**config.mk**
```make
export PLATFORM = sky130hd
export DESIGN_NAME = hdmi_period_ctrl
export DESIGN_NICKNAME = d
export VERILOG_FILES = /design/src/rtl/hdmi_pkg.sv /design/src/rtl/hdmi_period_ctrl_sig_delay.sv /design/src/rtl/hdmi_period_ctrl.sv
export SDC_FILE = /design/constraint.sdc
export NUM_CORES = 1
export LEC_CHECK = 0
export ABC_AREA = 1
export BUFFER_PORTS_ARGS = -buffer_cell sky130_fd_sc_hd__buf_2
export CAP_MARGIN = 40
export CORE_ASPECT_RATIO = 0.75
export CORE_MARGIN = 3
export CORE_UTILIZATION = 57
export CTS_CLUSTER_DIAMETER = 80
export CTS_CLUSTER_SIZE = 12
export DETAILED_ROUTE_END_ITERATION = 16
export PLACE_DENSITY = 0.86
export SYNTH_ARGS = -nofsm -noshare
export SYNTH_HDL_FRONTEND = slang
export SYNTH_SLANG_ARGS = --single-unit
```
**constraint.sdc**
```tcl
create_clock -name clk_i -period 2 [get_ports clk_i]
set_input_delay 0.2 -clock clk_i [delete_from_list [all_inputs] [get_ports clk_i]]
set_output_delay 0.2 -clock clk_i [all_outputs]
set_load 0.02 [all_outputs]
```
**src/rtl/hdmi_pkg.sv**
```systemverilog
// Shared types and constants for the HDMI transmitter period sequencing.
package hdmi_pkg;

  // Data-island-free video period states of one line
  typedef enum logic [1:0] {
    ST_IDLE     = 2'd0,
    ST_PREAMBLE = 2'd1,
    ST_GUARD    = 2'd2,
    ST_ACTIVE   = 2'd3
  } period_state_t;

  // CTL bit patterns ordered {CTL0, CTL1, CTL2, CTL3}
  localparam logic [3:0] CTL_IDLE    = 4'b0000;
  localparam logic [3:0] CTL_VID_PRE = 4'b1000;

  // Default period lengths in pixel clocks
  localparam int unsigned PREAMBLE_LEN = 8;
  localparam int unsigned GB_LEN       = 2;

  localparam int unsigned PX_W = 24;

  // One raw video timing sample as it travels down the look-ahead line
  typedef struct packed {
    logic [PX_W-1:0] px;
    logic            de;
    logic            hsync;
    logic            vsync;
  } vid_sample_t;

  localparam int unsigned SAMPLE_W = $bits(vid_sample_t);

endpackage

```
**src/rtl/hdmi_period_ctrl_sig_delay.sv**
```systemverilog
// Fixed-depth register shift line with asynchronous active-low clear.
module sig_delay #(
  parameter int unsigned WIDTH = 1,
  parameter int unsigned DEPTH = 1
) (
  input  logic             clk_i,
  input  logic             rst_n_i,
  input  logic [WIDTH-1:0] d_i,
  output logic [WIDTH-1:0] q_o
);

  logic [WIDTH-1:0] stage_q [DEPTH];

  // Shift one stage per clock; reset empties the whole line
  always_ff @(posedge clk_i or negedge rst_n_i) begin
    if (!rst_n_i) begin
      for (int i = 0; i < int'(DEPTH); i++) begin
        stage_q[i] <= '0;
      end
    end else begin
      stage_q[0] <= d_i;
      for (int i = 1; i < int'(DEPTH); i++) begin
        stage_q[i] <= stage_q[i-1];
      end
    end
  end

  assign q_o = stage_q[DEPTH-1];

endmodule

```
**src/rtl/hdmi_period_ctrl.sv**
```systemverilog
// Turns a raw video timing stream into TMDS encoder controls, inserting the
// HDMI video preamble and guard band ahead of each active line.
module hdmi_period_ctrl #(
  parameter int unsigned PREAMBLE_LEN = hdmi_pkg::PREAMBLE_LEN,
  parameter int unsigned GB_LEN       = hdmi_pkg::GB_LEN
) (
  input  logic                      clk_i,
  input  logic                      rst_n_i,
  input  logic [hdmi_pkg::PX_W-1:0] px_data_i,
  input  logic                      de_i,
  input  logic                      hsync_i,
  input  logic                      vsync_i,
  input  logic                      hdmi_mode_i,
  output logic [2:0][7:0]           ch_data_o,
  output logic [2:0]                ch_val_o,
  output logic [2:0]                ch_ctl0_o,
  output logic [2:0]                ch_ctl1_o,
  output logic                      guard_band_o,
  output logic                      short_blank_o
);

  import hdmi_pkg::*;

  localparam int unsigned DLY     = PREAMBLE_LEN + GB_LEN;
  localparam int unsigned CNT_MAX = (PREAMBLE_LEN > GB_LEN) ? PREAMBLE_LEN : GB_LEN;
  localparam int unsigned CNT_W   = $clog2(CNT_MAX + 1);

  localparam logic [CNT_W-1:0] PRE_LAST = CNT_W'(PREAMBLE_LEN - 1);
  localparam logic [CNT_W-1:0] GB_LAST  = CNT_W'(GB_LEN - 1);

  vid_sample_t          in_s;
  vid_sample_t          dly_s;
  logic [SAMPLE_W-1:0]  dly_bits;

  period_state_t        state_q, state_d;
  logic [CNT_W-1:0]     cnt_q, cnt_d;
  logic                 de_q;

  logic                 de_rise;
  logic                 line_free;
  logic                 short_d;
  logic [3:0]           ctl_d;
  logic                 gb_d;
  logic [2:0]           val_d;
  logic [2:0][7:0]      data_d;

  assign in_s  = {px_data_i, de_i, hsync_i, vsync_i};
  assign dly_s = vid_sample_t'(dly_bits);

  // Look-ahead line: the FSM sees a DE rise DLY clocks before its pixels
  sig_delay #(
    .WIDTH (SAMPLE_W),
    .DEPTH (DLY)
  ) u_sig_delay (
    .clk_i   (clk_i),
    .rst_n_i (rst_n_i),
    .d_i     (in_s),
    .q_o     (dly_bits)
  );

  // State, counter, edge detector and registered encoder controls
  always_ff @(posedge clk_i or negedge rst_n_i) begin
    if (!rst_n_i) begin
      state_q       <= ST_IDLE;
      cnt_q         <= '0;
      de_q          <= 1'b0;
      ch_data_o     <= '0;
      ch_val_o      <= '0;
      ch_ctl0_o     <= '0;
      ch_ctl1_o     <= '0;
      guard_band_o  <= 1'b0;
      short_blank_o <= 1'b0;
    end else begin
      state_q       <= state_d;
      cnt_q         <= cnt_d;
      de_q          <= de_i;
      ch_data_o     <= data_d;
      ch_val_o      <= val_d;
      ch_ctl0_o     <= {ctl_d[1], ctl_d[3], dly_s.hsync};
      ch_ctl1_o     <= {ctl_d[0], ctl_d[2], dly_s.vsync};
      guard_band_o  <= gb_d;
      short_blank_o <= short_d;
    end
  end

  // Period sequencing and next output values (decoded from the next state)
  always_comb begin
    state_d   = state_q;
    cnt_d     = cnt_q;
    short_d   = short_blank_o;
    ctl_d     = CTL_IDLE;
    gb_d      = 1'b0;
    val_d     = 3'b000;
    data_d    = '0;
    de_rise   = de_i & ~de_q;
    // The output side is idle, or leaves ACTIVE on this very clock
    line_free = ~dly_s.de & ((state_q == ST_IDLE) | (state_q == ST_ACTIVE));

    case (state_q)
      ST_IDLE: begin
        if (dly_s.de) begin
          state_d = ST_ACTIVE;
        end
      end
      ST_PREAMBLE: begin
        if (cnt_q == PRE_LAST) begin
          state_d = ST_GUARD;
          cnt_d   = '0;
        end else begin
          cnt_d = cnt_q + CNT_W'(1);
        end
      end
      ST_GUARD: begin
        if (cnt_q == GB_LAST) begin
          state_d = ST_ACTIVE;
          cnt_d   = '0;
        end else begin
          cnt_d = cnt_q + CNT_W'(1);
        end
      end
      ST_ACTIVE: begin
        if (!dly_s.de) begin
          state_d = ST_IDLE;
        end
      end
      default: begin
        state_d = ST_IDLE;
      end
    endcase

    // Mode is only looked at on the DE rise; a busy pipe means short blanking
    if (de_rise) begin
      if (!line_free) begin
        short_d = 1'b1;
      end else if (hdmi_mode_i) begin
        state_d = ST_PREAMBLE;
        cnt_d   = '0;
      end
    end

    if (state_d == ST_PREAMBLE) begin
      ctl_d = CTL_VID_PRE;
    end
    gb_d = (state_d == ST_GUARD);
    if (dly_s.de && !gb_d) begin
      val_d  = 3'b111;
      data_d = dly_s.px;
    end
  end

endmodule
```
Yosys cells after proc, flatten, opt, wreduce, memory -nomap -nowiden
Cells that the tools add are included.
{ "word_totals": {"register_bits": 312, "inputBits": 30, "romBits": 0, "elab_cells": 56, "latchBits": 0, "n_memories": 0, "output_inout_bits": 35, "ram_bits": 0} }
{ "classes": {"bitwise": 6, "n_shift": 0, "n_addsub": 1, "mul": 0, "div_mod_pow": 0, "n_eq_ne": 7, "mux": 17, "order_cmp": 0, "reduce_logical": 4} }
{ "ops": {"columns": ["cell", "count"], "rows": [
  ["24-bit two-way mux", 1],
  ["4-bit two-way mux", 6],
  ["2-bit two-way mux", 7],
  ["2-bit case mux with 4 select lines", 1],
  ["4-bit case mux with 2 select lines", 1],
  ["2-bit == test, second input constant", 3],
  ["4-bit by 1-bit adder with 4-bit output, second input constant", 1],
  ["2-bit by 1-bit == test with 1-bit output, second input constant", 2],
  ["4-bit by 1-bit == test with 1-bit output, second input constant", 1],
  ["4-bit by 3-bit == test with 1-bit output, second input constant", 1],
  ["3-bit two-way mux", 1],
  ["1-bit NOT", 3],
  ["1-bit AND", 2],
  ["2-bit zero test", 1],
  ["2-bit AND reduction", 1],
  ["1-bit logical AND", 1],
  ["1-bit zero test", 1],
  ["1-bit bitwise OR", 1]
]} }

Longest topological paths before layout
Gate-level depths: netlist (run 1).
{ "logic_depth": {"word_depth": 10, "mapped_depth": 12, "ltp_nobuf": 11} }

Modules after synthesis
A second synthesis (run 1) with hierarchy kept.
{ "unflattened": {"cells_unflattened": 462, "hier_area_um2": 8524.4} }
{ "by_module_without_submodules": {"columns": ["module", "n_inst", "cells_per_inst", "area_per_inst_um2", "seq_area_each_um2"], "rows": [
  ["sig_delay", 1, 297, 6959.2, 6756.5],
  ["hdmi_period_ctrl", 1, 165, 1565.3, 925.9]
]} }

Worst setup path after synthesis (run 1)
OpenSTA, ideal clock, no wires.
{ "synth_path": {"path_kind": "register to register", "start": "register state_q[1]", "end": "register ch_data_o[10] (netlist bit)", "path_stages_with_launch": 11, "setup_slack_ns": 0.358, "t_required_ns": 1.885, "period_less_slack_ns": 1.642, "setup_time_ns": 0.115, "n_path_buf": 1, "arrival_time_ns": 1.527, "path_cell_list": "dfrtp_1 inv_1 ha_1 nor2_1 nand3_2 inv_1 nor2_1 nand3_2 nand2_4 buf_6 nor2_1"} }
{ "synth_rtl": {"columns": ["element", "line_no", "rtl"], "rows": [
  ["start: declaration", "hdmi_period_ctrl.sv:35", "period_state_t state_q, state_d;"],
  ["start signal: assignment", "hdmi_period_ctrl.sv:74", "state_q <= state_d;"],
  ["end signal: assignment", "hdmi_period_ctrl.sv:77", "ch_data_o <= data_d;"],
  ["end: declaration", "hdmi_period_ctrl.sv:14", "output logic [2:0][7:0] ch_data_o,"]
]} }

==> results of run 1 <==
## cell families after synthesis
family          count (synthesis)  synth area share [%]
xor+xnor                        1                0.1061
flops                         306                 92.73
compound gates                  8                0.5454
buf+inv                        45                 2.455
other cells                     1               0.04541
fa+ha+maj                       6                0.9091
simple gates                   60                 3.212
## per-layer routing
| metal | vias up | wire length [um] |
|---|---|---|
| li1 | 1523 | - |
| met1 | 1808 | 5887 |
| met2 | 139 | 6807 |
| met3 | 38 | 602 |
| met4 | 0 | 356 |
| met5 | - | 0 |
## registers in the layout, indices dropped and copies added, names as in the netlist
register,count
u_sig_delay.q_o,27
short_blank_o,1
ch_ctl1_o,1
cnt_q,4
guard_band_o,1
state_q,2
ch_data_o,24
ch_val_o,1
u_sig_delay.stage_q,243
ch_ctl0_o,2
## where the power goes
group          total [mW]  switching (mW)  internal [mW]
Combinational        1.65            1.14          0.514
Clock                4.58            2.03           2.55
Sequential           6.90           0.212           6.69
Total                13.1            3.38           9.76
## final timing paths
check                                                    from                            endpoint  slack (ns)
min in group asynchronous                             rst_n_i   u_sig_delay.stage_q[36]$_DFF_PN0_        0.20
min reg2reg                u_sig_delay.stage_q[195]$_DFF_PN0_  u_sig_delay.stage_q[168]$_DFF_PN0_        0.34
max reg2reg                              state_q[0]$_DFF_PN0_             ch_data_o[10]$_DFF_PN0_        0.11
max in group asynchronous                             rst_n_i  u_sig_delay.stage_q[197]$_DFF_PN0_        1.05
min                                               hdmi_mode_i                state_q[1]$_DFF_PN0_        0.07
max                                      state_q[0]$_DFF_PN0_             ch_data_o[10]$_DFF_PN0_        0.11
## cell usage in the layout, fill, tap and decap left out, drive strengths merged
cell         netlist  final
o21bai             1      1
dlygate4sd3        0     28
ha                 6      6
nand4              1      1
dfrtp            306    306
o21ai              1      1
or2                1      1
clkbuf             0     29
nor3               1      1
a21oi              5      5
nor2              34     34
conb               1      3
a211oi             1      1
clkinv             0      1
xor2               1      1
nand2             16     18
buf                7     67
inv               38     39
nand3              7      7
## layout make-up
type                       instances  area, um2
sequential                       306       7657
clock buffer                      29      725.7
multi-input combinational         80      461.7
timing repair buffer              95      678.2
tap                              195      244.0
fill                             795       4008
inverter                          38      142.6
clock inverter                     2      17.52
## cell usage after synthesis
| master | instances |
|---|---|
| conb_1 | 1 |
| o21ai_0 | 1 |
| nand2_4 | 1 |
| o21bai_1 | 1 |
| dfrtp_1 | 306 |
| ha_1 | 6 |
| a211oi_1 | 1 |
| nor3_1 | 1 |
| xor2_1 | 1 |
| nand4_1 | 1 |
| nand2_2 | 1 |
| or2_2 | 1 |
| inv_1 | 38 |
| nand3_2 | 2 |
| buf_4 | 5 |
| a21oi_1 | 5 |
| nand3_1 | 5 |
| nand2_1 | 14 |
| nor2_1 | 32 |
| buf_6 | 2 |
| nor2_2 | 2 |
## metrics by stage
stage	power, mW	instances	TNS [ns]	worst slack (ns)
after floorplan	7.829	429	0	0.3577
after global placement	8.153	684	0	0.2740
after detailed placement	8.378	684	-0.9632	-0.05627
after CTS	13.23	745	0	0.05215
after global routing	13.71	745	-0.003856	-0.003856
final	13.13	745	0	0.1068
## tightest hold or removal path: cells and delay by family
family	cells	cell delay, ns
and+or+nand+nor	3	0.25
buffers and inverters	1	0.09
## what timing repair did
item | CTS | global route
gates cloned | 2 | 0
pin swaps | 2 | 0
setup endpoints to repair | 25 | 26
hold buffers | 28 | 0
hold endpoints to repair | 86 | 0
gates resized for setup | 4 | 3
==> reports/metrics.csv, run 1 <==
metric,value,unit
yosys_warnings,0,
crit_buf_inv,2,
synth_largest_area_cell,dfrtp_1,
p_leak,4.834,nW
grt_overflow,0,
r2r_cells,9,
clkTransAtPathRegs,0.06,ns
period_needed,1.893,ns
powerDensity,1323,mW/mm2
fin_util,71.24,%
critPathMaxStageDelay,0.41,ns
hold_viol,0,
met2_usage,31.29,%
setup_viol,0,
cts-root-buf,clkbuf_16,
core,0.01393,mm2
start_util,59.26,%
antenna_found_initial,0,
crit_cells,9,
vias,3508,
synth.area.top_cells,"dfrtp_1 93%, inv_1 1.7%, nor2_1 1.5%",
crit_path_start_kind,flip-flop,
route.detailed.drc,0,
synth_top_area_share,92.73,%
min_path_cells,4,
drt-total-wl,13650,um
grt_pass1_wl,22650,um
worstSetupEndpointType,flip-flop,
busiest_layer,met2,
drt_pass1_iterations,4,
use_met1,25.16,%
h-tree-depth,1,
cp_max_fo,13,
maxCapViolations,0,
die_w,145.0,um
drv_slew,0,
wl_per_cell,18.33,um
die-area,0.01598,mm2
slowest_stage,dfrtp_1,
cts_buffers,29,
grt_max_degree,70,
synth_area_per_cell,19.34,um2
drt_iter0_drc,230,
worst_pin_slew,0.5647,ns
netlist_instances,427,
cts_tree,yes,
first_global_vias,4016,
grt.total_usage,18.78,%
cts_buffer_depth,3,
ant_nets,0,
post_route_cells_drive_above_1_share,20.00,%
period_share,94.66,%
irDropWorstVdd,0.6435,mV
status,finished clean,
antennaDiodeCount,0,
dpl_cell_area,0.008847,mm2
required,2.43,ns
fin_hold_ws,0.06751,ns
gp_congestion,0.8069,
path_class,flip-flop to flip-flop,
synthDistinctLibCells,21,
ys_seq_area_share,92.73,%
ys_ff_latch,306,
worst_skew_pair.late_latency,0.53,ns
io_pins,65,
area_growth,20.21,%
cts_sinks,306,
dp_hpwl,7003,um
skew,0.008975,ns
slew_headroom,62.35,%
nNetsFinal,586,
placementRows,37,
syn_area,0.008258,mm2
design_area,0.009927,mm2
arrival,2.33,ns
fp.dieH,110.2,um
max_freq,528.2,MHz
crit_family,simple AND/OR/NAND/NOR gates,
routed_via_density,4.709,
port-buffer-count,61,
hp-class,input pin to flip-flop,
path_cells,"inv_1, ha_4, nor2_2, nand3_2, inv_1, nor2_2, nand3_4, nand2_8, nor2_1",
gr-usage-met3,3.760,%
cts_setup_buffers,0,
Power figures use the tool's default switching activity.
==> run 2, diff against run 1 <==
--- a/config.mk
+++ b/config.mk
@@ -8,13 +8,15 @@
 export ABC_AREA = 1
 export BUFFER_PORTS_ARGS = -buffer_cell sky130_fd_sc_hd__buf_2
 export CAP_MARGIN = 40
+export CELL_PAD_IN_SITES_DETAIL_PLACEMENT = 1
+export CELL_PAD_IN_SITES_GLOBAL_PLACEMENT = 1
 export CORE_ASPECT_RATIO = 0.75
 export CORE_MARGIN = 3
-export CORE_UTILIZATION = 57
-export CTS_CLUSTER_DIAMETER = 80
+export CORE_UTILIZATION = 50
+export CTS_CLUSTER_DIAMETER = 150
 export CTS_CLUSTER_SIZE = 12
 export DETAILED_ROUTE_END_ITERATION = 16
-export PLACE_DENSITY = 0.86
+export PLACE_DENSITY = 0.87
 export SYNTH_ARGS = -nofsm -noshare
 export SYNTH_HDL_FRONTEND = slang
 export SYNTH_SLANG_ARGS = --single-unit
==> reports/metrics.csv, run 2 (synthesis gave the netlist of run 1 again) <==
metric,value,unit,change
status,finished clean,,unchanged
final_cell_mix,"305 x dfrtp_1, 60 x buf_2, 36 x inv_1",,"was 306 x dfrtp_1, 60 x buf_2, 38 x inv_1"
fin_util,62.03,%,was 71.24%
wl_per_cell,17.10,um,was 18.33 um
io_pins,65,,unchanged
cts-root-buf,clkbuf_16,,unchanged
nNetsFinal,587,,was 586
cp_max_fo,7,,was 13
die-area,0.01811,mm2,was 0.01598 mm2
routed_via_density,4.556,,was 4.709
slowest_stage,dfrtp_1,,unchanged
fp.dieH,117.3,um,was 110.2 um
cts_buffer_depth,3,,unchanged
period_needed,1.899,ns,was 1.893 ns
drv_slew,0,,unchanged
cp_common_cell,nor2_1,,
start_util,51.24,%,was 59.26%
port-buffer-count,61,,unchanged
crit_path_start_kind,flip-flop,,unchanged
worst_pin_slew,0.5489,ns,was 0.5647 ns
area_growth,21.06,%,was 20.21%
worst_skew_pair.late_latency,0.52,ns,was 0.53 ns
grt.total_usage,15.06,%,was 18.78%
cts_sinks,306,,unchanged
cts_tree,yes,,unchanged
worstSetupEndpointType,flip-flop,,unchanged
irDropWorstVdd,0.7425,mV,was 0.6435 mV
rsz0062_at_grt,no,,
p_total,13.18,mW,was 13.13 mW
grt_pass1_wl,21200,um,was 22650 um
antennaDiodeCount,0,,unchanged
die_w,154.4,um,was 145.0 um
p_leak,4.838,nW,was 4.834 nW
first_global_vias,4149,,was 4016
post_route_cells_drive_above_1_share,21.23,%,was 20.00%
path_class,flip-flop to flip-flop,,unchanged
critPathMaxStageDelay,0.43,ns,was 0.41 ns
largest-register,u_sig_delay.stage_q,,unchanged
core,0.01612,mm2,was 0.01393 mm2
antenna_found_initial,0,,unchanged
drt_iter0_drc,89,,was 230
dp_hpwl,7029,um,was 7003 um
final_common_cell,dfrtp_1,,unchanged
drt_pass1_iterations,4,,unchanged
max_freq,526.6,MHz,was 528.2 MHz
gp_congestion,0.7783,,was 0.8069
grt_max_degree,72,,was 70
hp-class,input pin to flip-flop,,unchanged
largest_reg_flops,243,,unchanged
cts_buffers,29,,unchanged
period_share,94.95,%,was 94.66%
drt-total-wl,13010,um,was 13650 um
setup_viol,0,,unchanged
h-tree-depth,1,,unchanged
maxCapViolations,0,,unchanged
ant_nets,0,,unchanged
grt_overflow,0,,unchanged
crit_buf_inv,2,,unchanged
hold_viol,0,,unchanged
arrival,2.31,ns,was 2.33 ns
required,2.41,ns,was 2.43 ns
path_cells,"inv_2, ha_4, nor2_1, nand3_2, inv_1, nor2_2, nand3_4, nand2_8, nor2_1",,"was inv_1, ha_4, nor2_2, nand3_2, inv_1, nor2_2, nand3_4, nand2_8, nor2_1"
slew_headroom,63.41,%,was 62.35%
placementRows,40,,was 37
vias,3467,,was 3508
route.detailed.drc,0,,unchanged
clkTransAtPathRegs,0.06,ns,about the same
powerDensity,1318,mW/mm2,was 1323 mW/mm2
skew,0.007428,ns,was 0.008975 ns
crit_family,simple AND/OR/NAND/NOR gates,,unchanged
[run 2: worst reg2reg max path, stage by stage, from the launching register on]
cell	delay (ns)
dfrtp_1	0.43
inv_2	0.10
ha_4	0.32
nor2_1	0.07
nand3_2	0.14
inv_1	0.09
nor2_2	0.17
nand3_4	0.22
nand2_8	0.17
nor2_1	0.07
[run 2: layout make-up]
cell class,instances,area [um2]
multi-input combinational,80,491.7
timing repair buffer,96,698.2
sequential,306,7659
inverter,38,142.6
clock buffer,29,725.7
clock inverter,2,17.52
tap,210,262.8
fill,1401,6118
[run 2: report_power, final]
part / internal (mW) / switching (mW)
clock: 2.55 / 1.98
sequential: 6.69 / 0.204
combinational: 0.562 / 1.19
total: 9.80 / 3.37
[run 2: path summary, 6_finish.rpt]
check | from | end | slack [ns] | cells after the start
setup reg to reg | state_q[0]$_DFF_PN0_ | ch_data_o[11]$_DFF_PN0_ | 0.10 | 9
setup / recovery | state_q[0]$_DFF_PN0_ | ch_data_o[11]$_DFF_PN0_ | 0.10 | 9
max in group asynchronous | rst_n_i | u_sig_delay.stage_q[193]$_DFF_PN0_ | 1.06 | 3
hold reg to reg | u_sig_delay.stage_q[202]$_DFF_PN0_ | u_sig_delay.stage_q[175]$_DFF_PN0_ | 0.34 | 0
hold / removal | hdmi_mode_i | state_q[1]$_DFF_PN0_ | 0.10 | 4
min in group asynchronous | rst_n_i | ch_data_o[16]$_DFF_PN0_ | 0.25 | 2
[run 2: timing repair]
action	4_1_cts	5_1_grt
setup endpoints to repair	25	25
endpoints found under the hold margin	92	0
resized for setup	7	8
pin swaps	2	1
cloned	2	0
hold buffers	28	0
buffers inserted	0	1
[run 2: per-stage QoR]
stage / std cells / TNS [ns] / worst slack (ns) / hold WS [ns] / cell area, um2
after floorplan: 429 / 0 / 0.3577 / -0.09559 / 8265
after global placement: 699 / 0 / 0.2822 / 0.1971 / 8879
after detailed placement: 699 / -0.09852 / -0.03398 / 0.2139 / 8879
after CTS: 760 / 0 / 0.0006199 / 0.07939 / 9953
after global routing: 761 / 0 / 0.007280 / 0.1096 / 9997
final: 761 / 0 / 0.1010 / 0.1040 / 9997
[run 2: per-layer routing]
| metal | vias to the layer above | GRT usage [%] | share of wire, % |
|---|---|---|---|
| met2 | 96 | 28.72 | 54 |
| li1 | 1524 | - | - |
| met1 | 1817 | 17.07 | 38 |
| met5 | - | 0 | 0 |
| met3 | 30 | 3.234 | 4.6 |
| met4 | 0 | 5.176 | 2.8 |
==> run 3, diff against run 2 <==
--- a/config.mk
+++ b/config.mk
@@ -12,11 +12,12 @@
 export CELL_PAD_IN_SITES_GLOBAL_PLACEMENT = 1
 export CORE_ASPECT_RATIO = 0.75
 export CORE_MARGIN = 3
-export CORE_UTILIZATION = 50
+export CORE_UTILIZATION = 53
+export CTS_BUF_LIST = sky130_fd_sc_hd__clkbuf_4 sky130_fd_sc_hd__clkbuf_8
 export CTS_CLUSTER_DIAMETER = 150
 export CTS_CLUSTER_SIZE = 12
 export DETAILED_ROUTE_END_ITERATION = 16
-export PLACE_DENSITY = 0.87
+export PLACE_DENSITY = 0.91
 export SYNTH_ARGS = -nofsm -noshare
 export SYNTH_HDL_FRONTEND = slang
 export SYNTH_SLANG_ARGS = --single-unit
==> reports/metrics.csv, run 3 (synthesis gave the netlist of run 1 again) <==
metric,value,unit,change
cts_tree,yes,,unchanged
max_freq,521.4,MHz,was 526.6 MHz
cts_buffer_depth,3,,unchanged
critPathMaxStageDelay,0.41,ns,was 0.43 ns
h-tree-depth,1,,unchanged
design_area,0.009630,mm2,was 0.009997 mm2
fin_cells,754,,was 761
first_global_vias,4025,,was 4149
crit_path_start,state_q[1]$_DFF_PN0_,,was state_q[0]$_DFF_PN0_
slew_headroom,64.29,%,was 63.41%
start_util,55.67,%,was 51.24%
fp.dieH,114.1,um,was 117.3 um
dp_hpwl,8590,um,was 7029 um
ant_nets,0,,unchanged
p_total,11.57,mW,was 13.18 mW
core,0.01483,mm2,was 0.01612 mm2
irDropWorstVdd,0.7029,mV,was 0.7425 mV
placementRows,38,,was 40
drv_slew,0,,unchanged
crit_buf_inv,1,,was 2
period_needed,1.918,ns,was 1.899 ns
setup_viol,0,,unchanged
final_cell_mix,"306 x dfrtp_1, 60 x buf_2, 38 x inv_1",,"was 305 x dfrtp_1, 60 x buf_2, 36 x inv_1"
slowest_stage,ha_2,,was dfrtp_1
largest-register,u_sig_delay.stage_q,,unchanged
gp_congestion,0.6936,,was 0.7783
io_pins,65,,unchanged
grt_max_degree,69,,was 72
p_leak,4.697,nW,was 4.838 nW
dp.cells,691,,was 699
path_cells,"inv_1, ha_2, nor2_2, nand3_2, nand2_2, nor2_2, nand3_4, nand2_8, nor2_1",,"was inv_2, ha_4, nor2_1, nand3_2, inv_1, nor2_2, nand3_4, nand2_8, nor2_1"
crit_family,simple AND/OR/NAND/NOR gates,,unchanged
cp_max_fo,13,,was 7
maxCapViolations,0,,unchanged
dpl_cell_area,0.008869,mm2,was 0.008879 mm2
port-buffer-count,61,,unchanged
grt_pass1_wl,21320,um,was 21200 um
routed_via_density,4.618,,was 4.556
nNetsFinal,590,,was 587
arrival,2.35,ns,was 2.31 ns
worstReg2RegStart,state_q[1]$_DFF_PN0_,,was state_q[0]$_DFF_PN0_
hold_viol,0,,unchanged
crit_path_start_kind,flip-flop,,unchanged
period_share,95.90,%,was 94.95%
cp_common_cell,nor2_2,,was nor2_1
worst_pin_slew,0.5357,ns,was 0.5489 ns
finalSetupTns,0,ns,unchanged
die-area,0.01713,mm2,was 0.01811 mm2
cts_buffers,29,,unchanged
route.detailed.drc,0,,unchanged
powerDensity,1202,mW/mm2,was 1318 mW/mm2
path_class,flip-flop to flip-flop,,unchanged
antenna_found_initial,0,,unchanged
hp-class,input pin to asynchronous set/reset pin,,was input pin to flip-flop
vias,3482,,was 3467
drt_iter0_drc,134,,was 89
post_route_cells_drive_above_1_share,20.58,%,was 21.23%
grt_overflow,0,,unchanged
largest_reg_flops,243,,unchanged
drt_pass1_iterations,4,,unchanged
worst_skew_pair.late_latency,0.55,ns,was 0.52 ns
status,finished clean,,unchanged
skew,0.01009,ns,was 0.007428 ns
required,2.44,ns,was 2.41 ns
area_growth,16.62,%,was 21.06%
cts_sinks,306,,unchanged
worstSetupEndpointType,flip-flop,,unchanged
antennaDiodeCount,0,,unchanged
clkTransAtPathRegs,0.08,ns,was 0.06 ns
wl_per_cell,17.48,um,was 17.10 um
die_w,150.1,um,was 154.4 um
final_common_cell,dfrtp_1,,unchanged
grt.total_usage,16.51,%,was 15.06%
drt-total-wl,13180,um,was 13010 um
cts-root-buf,clkbuf_8,,was clkbuf_16
[run 3: cell types whose count changed in the layout (fill, tap and decap cells not counted), moves of 2 or more]
cell	delta
buf_4	+3
clkbuf_16	-29
clkbuf_8	+29
inv_1	+2
inv_2	-2
nand2_4	+2
nand2_8	-2
nor2_1	+2
[run 3: worst reg2reg max path: stages (launching register included)]
cell and delay [ns]:
dfrtp_1 0.40, inv_1 0.11, ha_2 0.42, nor2_2 0.06
nand3_2 0.12, nand2_2 0.06, nor2_2 0.19, nand3_4 0.18
nand2_8 0.17, nor2_1 0.07
[run 3: worst paths after layout]
kind / end / slack, ns / cells past startpoint
worst max register to register: ch_data_o[22]$_DFF_PN0_ / 0.08 / 9
worst max-delay path: ch_data_o[22]$_DFF_PN0_ / 0.08 / 9
worst min-delay path: u_sig_delay.stage_q[188]$_DFF_PN0_ / 0.20 / 2
min in group clk_i: u_sig_delay.stage_q[250]$_DFF_PN0_ / 0.29 / 2
worst min register to register: u_sig_delay.stage_q[195]$_DFF_PN0_ / 0.34 / 0
max in group asynchronous: u_sig_delay.stage_q[182]$_DFF_PN0_ / 1.10 / 3
[run 3: final cells by class]
class                           count  area (um2)
Sequential cell                   306        7657
Clock buffer                       29       399.1
Tap cell                          200       250.2
Multi-Input combinational cell     80       454.2
Inverter                           38       142.6
Timing Repair Buffer               99       710.7
Clock inverter                      2       16.27
Fill cell                        1293        5204
[run 3: repair_timing]
action	in CTS	in global routing
hold endpoints to repair	90	0
gates resized for setup	0	7
setup endpoints to repair	0	25
hold buffers	29	0
buffers inserted	0	1
[run 3: per-stage QoR]
stage | setup WS [ns] | hold slack [ns] | utilization [%]
global placement | 0.2816 | 0.1628 | 59.78
global route | -0.03589 | 0.1795 | 64.92
finish | 0.08206 | 0.2007 | 64.92
floorplan | 0.3577 | -0.09559 | -
CTS | 0.01053 | 0.1734 | 64.54
detailed placement | 0.02012 | 0.1917 | 59.78
[run 3: metal layers]
layer | up-vias | track usage (%) | share of wire, % | routed length [um]
met5 | - | 0 | 0 | 0
li1 | 1517 | - | - | -
met1 | 1820 | 19.58 | 37 | 4834
met3 | 34 | 4.116 | 5.5 | 722
met4 | 0 | 4.936 | 2.5 | 335
met2 | 111 | 30.11 | 55 | 7288
[run 3: where the power goes]
part	total [mW]	internal (mW)	switching, mW
logic	1.65	0.506	1.14
clock network	3.05	1.30	1.75
registers	6.88	6.68	0.195
